==> src/rtl/nth_bit_set_from_lsb_seq.sv <==
// Finds the n-th set bit (LSB first) of a WIDTH-bit vector, CHUNK bits per cycle.
// Result held in DONE until ready_i; a new request is taken only in IDLE.
module nth_bit_set_from_lsb_seq #(
   parameter int WIDTH = 12,
   parameter int CHUNK = 4,
   localparam int NW = $clog2(WIDTH + 1),
   localparam int PW = (WIDTH > 2) ? $clog2(WIDTH) : 1
) (
   input  logic             clk_i,
   input  logic             reset_i,
   input  logic             valid_i,
   output logic             ready_o,
   input  logic [WIDTH-1:0] vec_i,
   input  logic [NW-1:0]    n_i,
   output logic             valid_o,
   input  logic             ready_i,
   output logic [WIDTH-1:0] nth_bit_o,
   output logic [PW-1:0]    pos_o,
   output logic             found_o
);

   localparam int NCH = WIDTH / CHUNK;
   localparam int KW  = (NCH > 1) ? $clog2(NCH) : 1;
   localparam logic [KW-1:0] K_LAST = KW'(NCH - 1);
   localparam logic [NW-1:0] N_MAX  = NW'(WIDTH);

   generate
      if (WIDTH < 2 || CHUNK < 1 || (WIDTH % CHUNK) != 0) begin : g_bad_params
         $error("nth_bit_set_from_lsb_seq: WIDTH must be >= 2 and a multiple of CHUNK");
      end
   endgenerate

   typedef enum logic [1:0] {IDLE, SCAN, DONE} state_t;

   state_t           state_q, state_d;
   logic [KW-1:0]    k_q, k_d;
   logic [NW-1:0]    cnt_q, cnt_d;
   logic [WIDTH-1:0] vec_q, vec_d;
   logic [NW-1:0]    n_q, n_d;
   logic [WIDTH-1:0] nth_bit_q, nth_bit_d;
   logic [PW-1:0]    pos_q, pos_d;
   logic             found_q, found_d;

   logic             hit;
   logic [PW-1:0]    hit_pos;
   logic [NW-1:0]    rank;

   always_ff @(posedge clk_i or posedge reset_i) begin
      if (reset_i) begin
         state_q   <= IDLE;
         k_q       <= '0;
         cnt_q     <= '0;
         vec_q     <= '0;
         n_q       <= '0;
         nth_bit_q <= '0;
         pos_q     <= '0;
         found_q   <= 1'b0;
      end else begin
         state_q   <= state_d;
         k_q       <= k_d;
         cnt_q     <= cnt_d;
         vec_q     <= vec_d;
         n_q       <= n_d;
         nth_bit_q <= nth_bit_d;
         pos_q     <= pos_d;
         found_q   <= found_d;
      end
   end

   // Rank stops advancing after the hit, so it never exceeds n and fits in NW bits;
   // on a miss it is exactly cnt plus the chunk popcount.
   always_comb begin
      hit     = 1'b0;
      hit_pos = '0;
      rank    = cnt_q;
      for (int b = 0; b < WIDTH; b++) begin
         if ((b / CHUNK) == int'(k_q) && vec_q[b] && !hit) begin
            rank = rank + NW'(1);
            if (rank == n_q) begin
               hit     = 1'b1;
               hit_pos = PW'(b);
            end
         end
      end
   end

   always_comb begin
      state_d = state_q;
      k_d     = k_q;
      cnt_d   = cnt_q;
      vec_d   = vec_q;
      n_d     = n_q;
      case (state_q)
         IDLE: begin
            if (valid_i) begin
               vec_d   = vec_i;
               n_d     = n_i;
               k_d     = '0;
               cnt_d   = '0;
               state_d = (n_i == '0 || n_i > N_MAX) ? DONE : SCAN;
            end
         end
         SCAN: begin
            if (hit || k_q == K_LAST) begin
               state_d = DONE;
            end else begin
               k_d   = k_q + KW'(1);
               cnt_d = rank;
            end
         end
         DONE: begin
            if (ready_i) state_d = IDLE;
         end
         default: state_d = IDLE;
      endcase
   end

   always_comb begin
      nth_bit_d = nth_bit_q;
      pos_d     = pos_q;
      found_d   = found_q;
      if (state_q == IDLE && valid_i) begin
         nth_bit_d = '0;
         pos_d     = '0;
         found_d   = 1'b0;
      end else if (state_q == SCAN && hit) begin
         nth_bit_d = WIDTH'(1) << hit_pos;
         pos_d     = hit_pos;
         found_d   = 1'b1;
      end else if (state_q == SCAN && k_q == K_LAST) begin
         nth_bit_d = '0;
         pos_d     = '0;
         found_d   = 1'b0;
      end
   end

   assign ready_o   = (state_q == IDLE);
   assign valid_o   = (state_q == DONE);
   assign nth_bit_o = nth_bit_q;
   assign pos_o     = pos_q;
   assign found_o   = found_q;

endmodule

==> config.mk <==
export PLATFORM = sky130hd
export DESIGN_NAME = nth_bit_set_from_lsb_seq
export DESIGN_NICKNAME = d
export VERILOG_FILES = /design/src/rtl/nth_bit_set_from_lsb_seq.sv
export SDC_FILE = /design/constraint.sdc
export NUM_CORES = 1
export LEC_CHECK = 0
export BUFFER_PORTS_ARGS = -buffer_cell sky130_fd_sc_hd__buf_2
export CORE_MARGIN = 2
export CORE_UTILIZATION = 40
export DETAILED_ROUTE_END_ITERATION = 10
export PLACE_DENSITY_LB_ADDON = 0.08
export SLEW_MARGIN = 15
export SYNTH_ARGS = -nofsm -noshare
export SYNTH_HDL_FRONTEND = slang
export SYNTH_SLANG_ARGS = --single-unit
==> constraint.sdc <==
create_clock -name clk_i -period 14.08 [get_ports clk_i]
set_input_delay 4.224 -clock clk_i [delete_from_list [all_inputs] [get_ports clk_i]]
set_output_delay 4.224 -clock clk_i [all_outputs]
set_load 0.01 [all_outputs]
* Word-level counts from Yosys, hierarchy flattened
Cells that the tools add are included.
Cells by class: add/subtract/negate cells 13, order comparisons 1, eq/ne operators 21, shift operators 1, mux-type cells 78, reduce and logical (&&, ||, !) cells 47
Operators with widths (count):
- 2-to-1 mux 4 bit | 37
- adder 4 x 1 -> 4 bit, second input constant | 12
- equality test 4 bit | 12
- 2-to-1 mux 12 bit | 3
- 2-to-1 mux 1 bit | 29
- logical AND 1 bit | 26
- 2-to-1 mux 2 bit | 6
- left shift 1 x 4 -> 12 bit, first input constant | 1
- logical NOT 1 bit | 11
- case mux 4 bit (2 select lines) | 1
- inequality test 2 bit, second input constant | 3
- case mux 2 bit (3 select lines) | 1
- AND reduction 3 bit | 2
- equality test 2 bit, first input constant | 2
- equality test 2 bit, second input constant | 2
- greater-than comparator 4 bit, second input constant | 1
- logical NOT 2 bit | 2
- logical NOT 4 bit | 1
- case mux 2 bit (2 select lines) | 1
- nonzero test 3 bit | 1
- adder 2 x 1 -> 2 bit, second input constant | 1
- equality test 2 x 1 -> 1 bit, second input constant | 1
- logical OR 1 bit | 2
- inequality test 2 x 1 -> 1 bit, second input constant | 1
- 2 further kinds | 2
Word-level totals: register bits after elaboration 41, input port bits 20, output and inout bits 19, logic and storage cells 169

* Logic depth before layout (Yosys ltp)
depth in word-level cells 45, mapped depth 52, depth with buffers taken out 49

* Worst setup path after synthesis
OpenSTA, ideal clock, no wires.
path type reg-to-reg, start point reg k_q[0], end point reg found_q (netlist: found_o), setup time 0.088 ns, data arrival time 10.793 ns, setup slack 3.199 ns, stages on the path, launching flop included 50, buffers on the path 4, clock period less this slack 10.881 ns, cells stage by stage dfrtp_1 -> inv_1 -> ha_1 -> buf_2 -> nand2_1 -> nor3_1 -> a31oi_4 -> mux2_2 -> ha_1 -> clkbuf_1 -> xnor2_1 -> xnor3_1 -> nor4_1 -> a211o_1 -> nor4b_2 -> a21oi_1 -> xnor2_1 -> ha_1 -> [... 14 more ...] -> or3_1 -> a211o_1 -> nand2_1 -> ha_1 -> clkbuf_1 -> xnor2_1 -> xnor2_1 -> xor2_1 -> nand4b_1 -> o21ai_2 -> mux2_2 -> ha_1 -> xnor2_1 -> xnor2_1 -> xnor2_1 -> nor2_1 -> o211ai_2 -> a41oi_1
On the way: word-level cells in the longest chain between the ends 45, elaborated cells on any way between the ends 99, classes of those cells 11 x add/sub; 14 x eq/ne; 36 x mux; 38 x reduce/logical
Ends and longest elaborated chain:
- start: declaration | RTL line 36 | logic [KW-1:0] k_q, k_d;
- start signal: assignment | RTL line 60 | k_q <= k_d;
- branches (longest 45 deep; another with adder 4 x 1 -> 4 bit)
- end signal: assignment | RTL line 66 | found_q <= found_d;
- end: declaration | RTL line 42 | logic found_q, found_d;
Several ways; the timed one is not identified. A chain may end at the register's enable or synchronous reset.

* Worst setup path in the final report
start point reg cnt_q[0], end point reg pos_q[3] (netlist: pos_o[3])
On the way: word-level cells in the longest chain between the ends 45, elaborated cells on any way between the ends 104, classes of those cells 12 x add/sub; 12 x eq/ne; 56 x mux; 24 x reduce/logical
Ends and longest elaborated chain:
- start: declaration | RTL line 37 | logic [NW-1:0] cnt_q, cnt_d;
- start signal: assignment | RTL line 61 | cnt_q <= cnt_d;
- branches (longest 45 deep; another with adder 4 x 1 -> 4 bit)
- end signal: assignment | RTL line 65 | pos_q <= pos_d;
- end: declaration | RTL line 41 | logic [PW-1:0] pos_q, pos_d;
Several ways; the timed one is not identified.

==> flow_metrics.tcl <==
set metrics [dict create \
    portBuffers 38 \
    synth_flop_cell "dfrtp_1" \
    clock_latency_ns 0.30 \
    tightestPinTransition_ns 0.8736 \
    nets 621 \
    yosysSeqAreaShare_pct 19.64 \
    cts_buffer_depth 2 \
    synthesis.nets 598 \
    syn_avg_cell_area_sq_um 9.281 \
    max-slew-margin-rel_pct 40.25 \
    synth_edf_count 0 \
    placed_cells 751 \
    via_count 4450 \
    finalCritPeriodShare_pct 91.43 \
    gp_congestion 0.8931 \
    synth.distinct_cells 88 \
    hold_viol_final 0 \
    synth_xor_area_share_pct 24.93 \
    clock.fmax_mhz 77.68 \
    arrival_ns 13.07 \
    rows 41 \
    die_area_sq_mm 0.01399 \
    synth_mux_area_share_pct 6.154 \
    synth_top_family_by_area "XOR/XNOR gates" \
    final_common_cell "xnor2_1" \
    synth-simple-area-share_pct 21.38 \
    wl_per_cell_um 18.40 \
    crit_family "simple AND/OR/NAND/NOR gates" \
    crit_path_start_kind "register" \
    crit_fanout 10 \
    layout_common_cells "64 x xnor2_1, 41 x dfrtp_1, 39 x nand2_1, 38 x buf_2, 29 x nor2_1" \
    dp_slack_ns 1.386 \
    dp.final_hpwl_um 10970 \
    cp.required_ns 14.28 \
    crit_type "reg2reg" \
    ioPinCount 39 \
    syn_area_sq_mm 0.005225 \
    drive_above_1_share_pct 21.81 \
    crit_buf_inv 0 \
    cts_tree "yes" \
    cp_common_cell "xnor2_1" \
    routed_wirelength_um 13960 \
    post_cts_buffers 0 \
    end_kind "register" \
    slew_violations 0 \
    grt_usage_pct 20.35 \
    cts_sinks 41 \
    max_stage_delay_ns 0.56 \
    htree_levels 2 \
    ys_ff_latch 41 \
    holdBufCountCts 0 \
    ctsResizeCount 0 \
    start_util_pct 41.24 \
    cp_slowest_cell "xnor2_1" \
    antenna_cells 0 \
    clkTransAtPathRegs_ns 0.06 \
    final.setup.tns_ns 0 \
    ctsRootBufferMaster "clkbuf_16" \
    grt_pass1_vias 4410 \
    via_per_inst 5.863 \
    setup_violations 0 \
    finalCriticalPeriod_ns 12.87 \
    synth-async-reset-ratio_pct 100.0 \
    dr.pass1.iters 5 \
    die_height_um 118.3 \
    clock_skew_ns 0.01258 \
    synth_fa_ha_area_share_pct 3.592 \
    status "complete, no violations" \
    drcViolationCount 0 \
    worst_slack_ns 1.207 \
    fin_cells 759 \
    grt_pass1_wl_um 23190 \
    initialDrtViolationCount 310 \
    antenna_left 0 \
    die_w_um 118.3 \
    fp.coreArea_sq_mm 0.01267 \
    numCtsBuffers 5 \
    overflow 0 \
    grt_max_degree 42 \
    netlist_instances 563 \
    antenna_found_initial 0 \
    min_path_type "reg2reg" \
    maxCapViolCount 0 \
    yosysWarnings 0 \
    synth-compound-area-share_pct 20.50 \
    syn_to_final_growth_pct 9.100 \
    rsz0062_at_grt "no" \
]
area by class of cell:
cell class                      instances  area [sq um]
Clock buffer                            6         128.9
Sequential cell                        41          1026
Clock inverter                          2         38.79
Timing Repair Buffer                   43         227.7
Multi-Input combinational cell        478          4000
Inverter                               17         63.81
Tap cell                              172         215.2
Fill cell                            1270          6970
metrics by stage:
step	utilization (%)	hold WS (ns)	instance area (sq um)
after floorplan	-	0.4772	5225
after global placement	43.67	0.4710	5533
after detailed placement	43.67	0.4720	5533
after CTS	44.99	0.4882	5700
after global routing	44.99	0.5157	5700
final	44.99	0.4806	5700
registers in the layout, indices dropped and copies added (netlist names):
register,flops
k_q,2
vec_q,12
nth_bit_o,12
n_q,4
state_q,2
cnt_q,4
found_o,1
pos_o,4
kinds of logic (layout without fill, tap and decap cells):
group / count (synthesis) / after routing
multiplexers: 29 / 29
buffers and inverters: 44 / 68
XOR/XNOR: 112 / 112
flip-flops: 41 / 41
AND/OR/NAND/NOR: 195 / 195
AO/OA/AOI/OAI: 127 / 127
adder cells (fa/ha/maj): 15 / 15
path summary, 6_finish.rpt:
check	start	endpoint	slack (ns)	cells after the start
setup reg to reg	cnt_q[0]	pos_o[3]	1.21	44
max in group asynchronous	reset_i	vec_q[8]	9.65	3
setup / recovery	cnt_q[0]	pos_o[3]	1.21	44
hold reg to reg	pos_o[2]	pos_o[2]	0.48	1
hold / removal	pos_o[2]	pos_o[2]	0.48	1
min in group asynchronous	reset_i	found_o	4.05	3
worst reg2reg max path: cells and delay by family, from the launching register on:
family	cells	cell delay, ns
AND/OR/NAND/NOR	12	3.35
AO/OA/AOI/OAI	8	2.29
adder cells (fa/ha/maj)	7	2.36
multiplexers	3	1.09
flip-flops	1	0.51
XOR/XNOR	14	3.19
synthesized netlist by cell type, types with 6 or more instances:
master | number | share of area, %
a21oi_1 | 11 | 1.1
a31oi_1 | 7 | 0.84
a32o_1 | 11 | 2.1
and2_1 | 9 | 1.1
and3_1 | 14 | 1.7
buf_2 | 6 | 0.57
clkbuf_1 | 14 | 1.0
dfrtp_1 | 41 | 20
ha_1 | 15 | 3.6
inv_1 | 16 | 1.1
mux2_2 | 22 | 4.7
mux2i_1 | 6 | 1.1
nand2_1 | 39 | 2.8
nand3_1 | 23 | 2.2
nand4_1 | 7 | 0.84
nor2_1 | 29 | 2.1
nor3_1 | 21 | 2.0
nor4_1 | 6 | 0.72
o21ai_0 | 19 | 1.8
o21ai_1 | 7 | 0.67
or3_1 | 8 | 0.96
xnor2_1 | 64 | 11
xnor3_1 | 13 | 5.6
xor2_1 | 23 | 3.9
layer usage:
metal	track usage, %	wire, um
met1	27.73	6502
met2	34.39	6767
met3	2.365	481
met4	4.744	213
met5	0	0
Power is left out: the tool's default activity adds up to more than one toggle a clock period on the data nets, which glitch-free logic cannot reach.
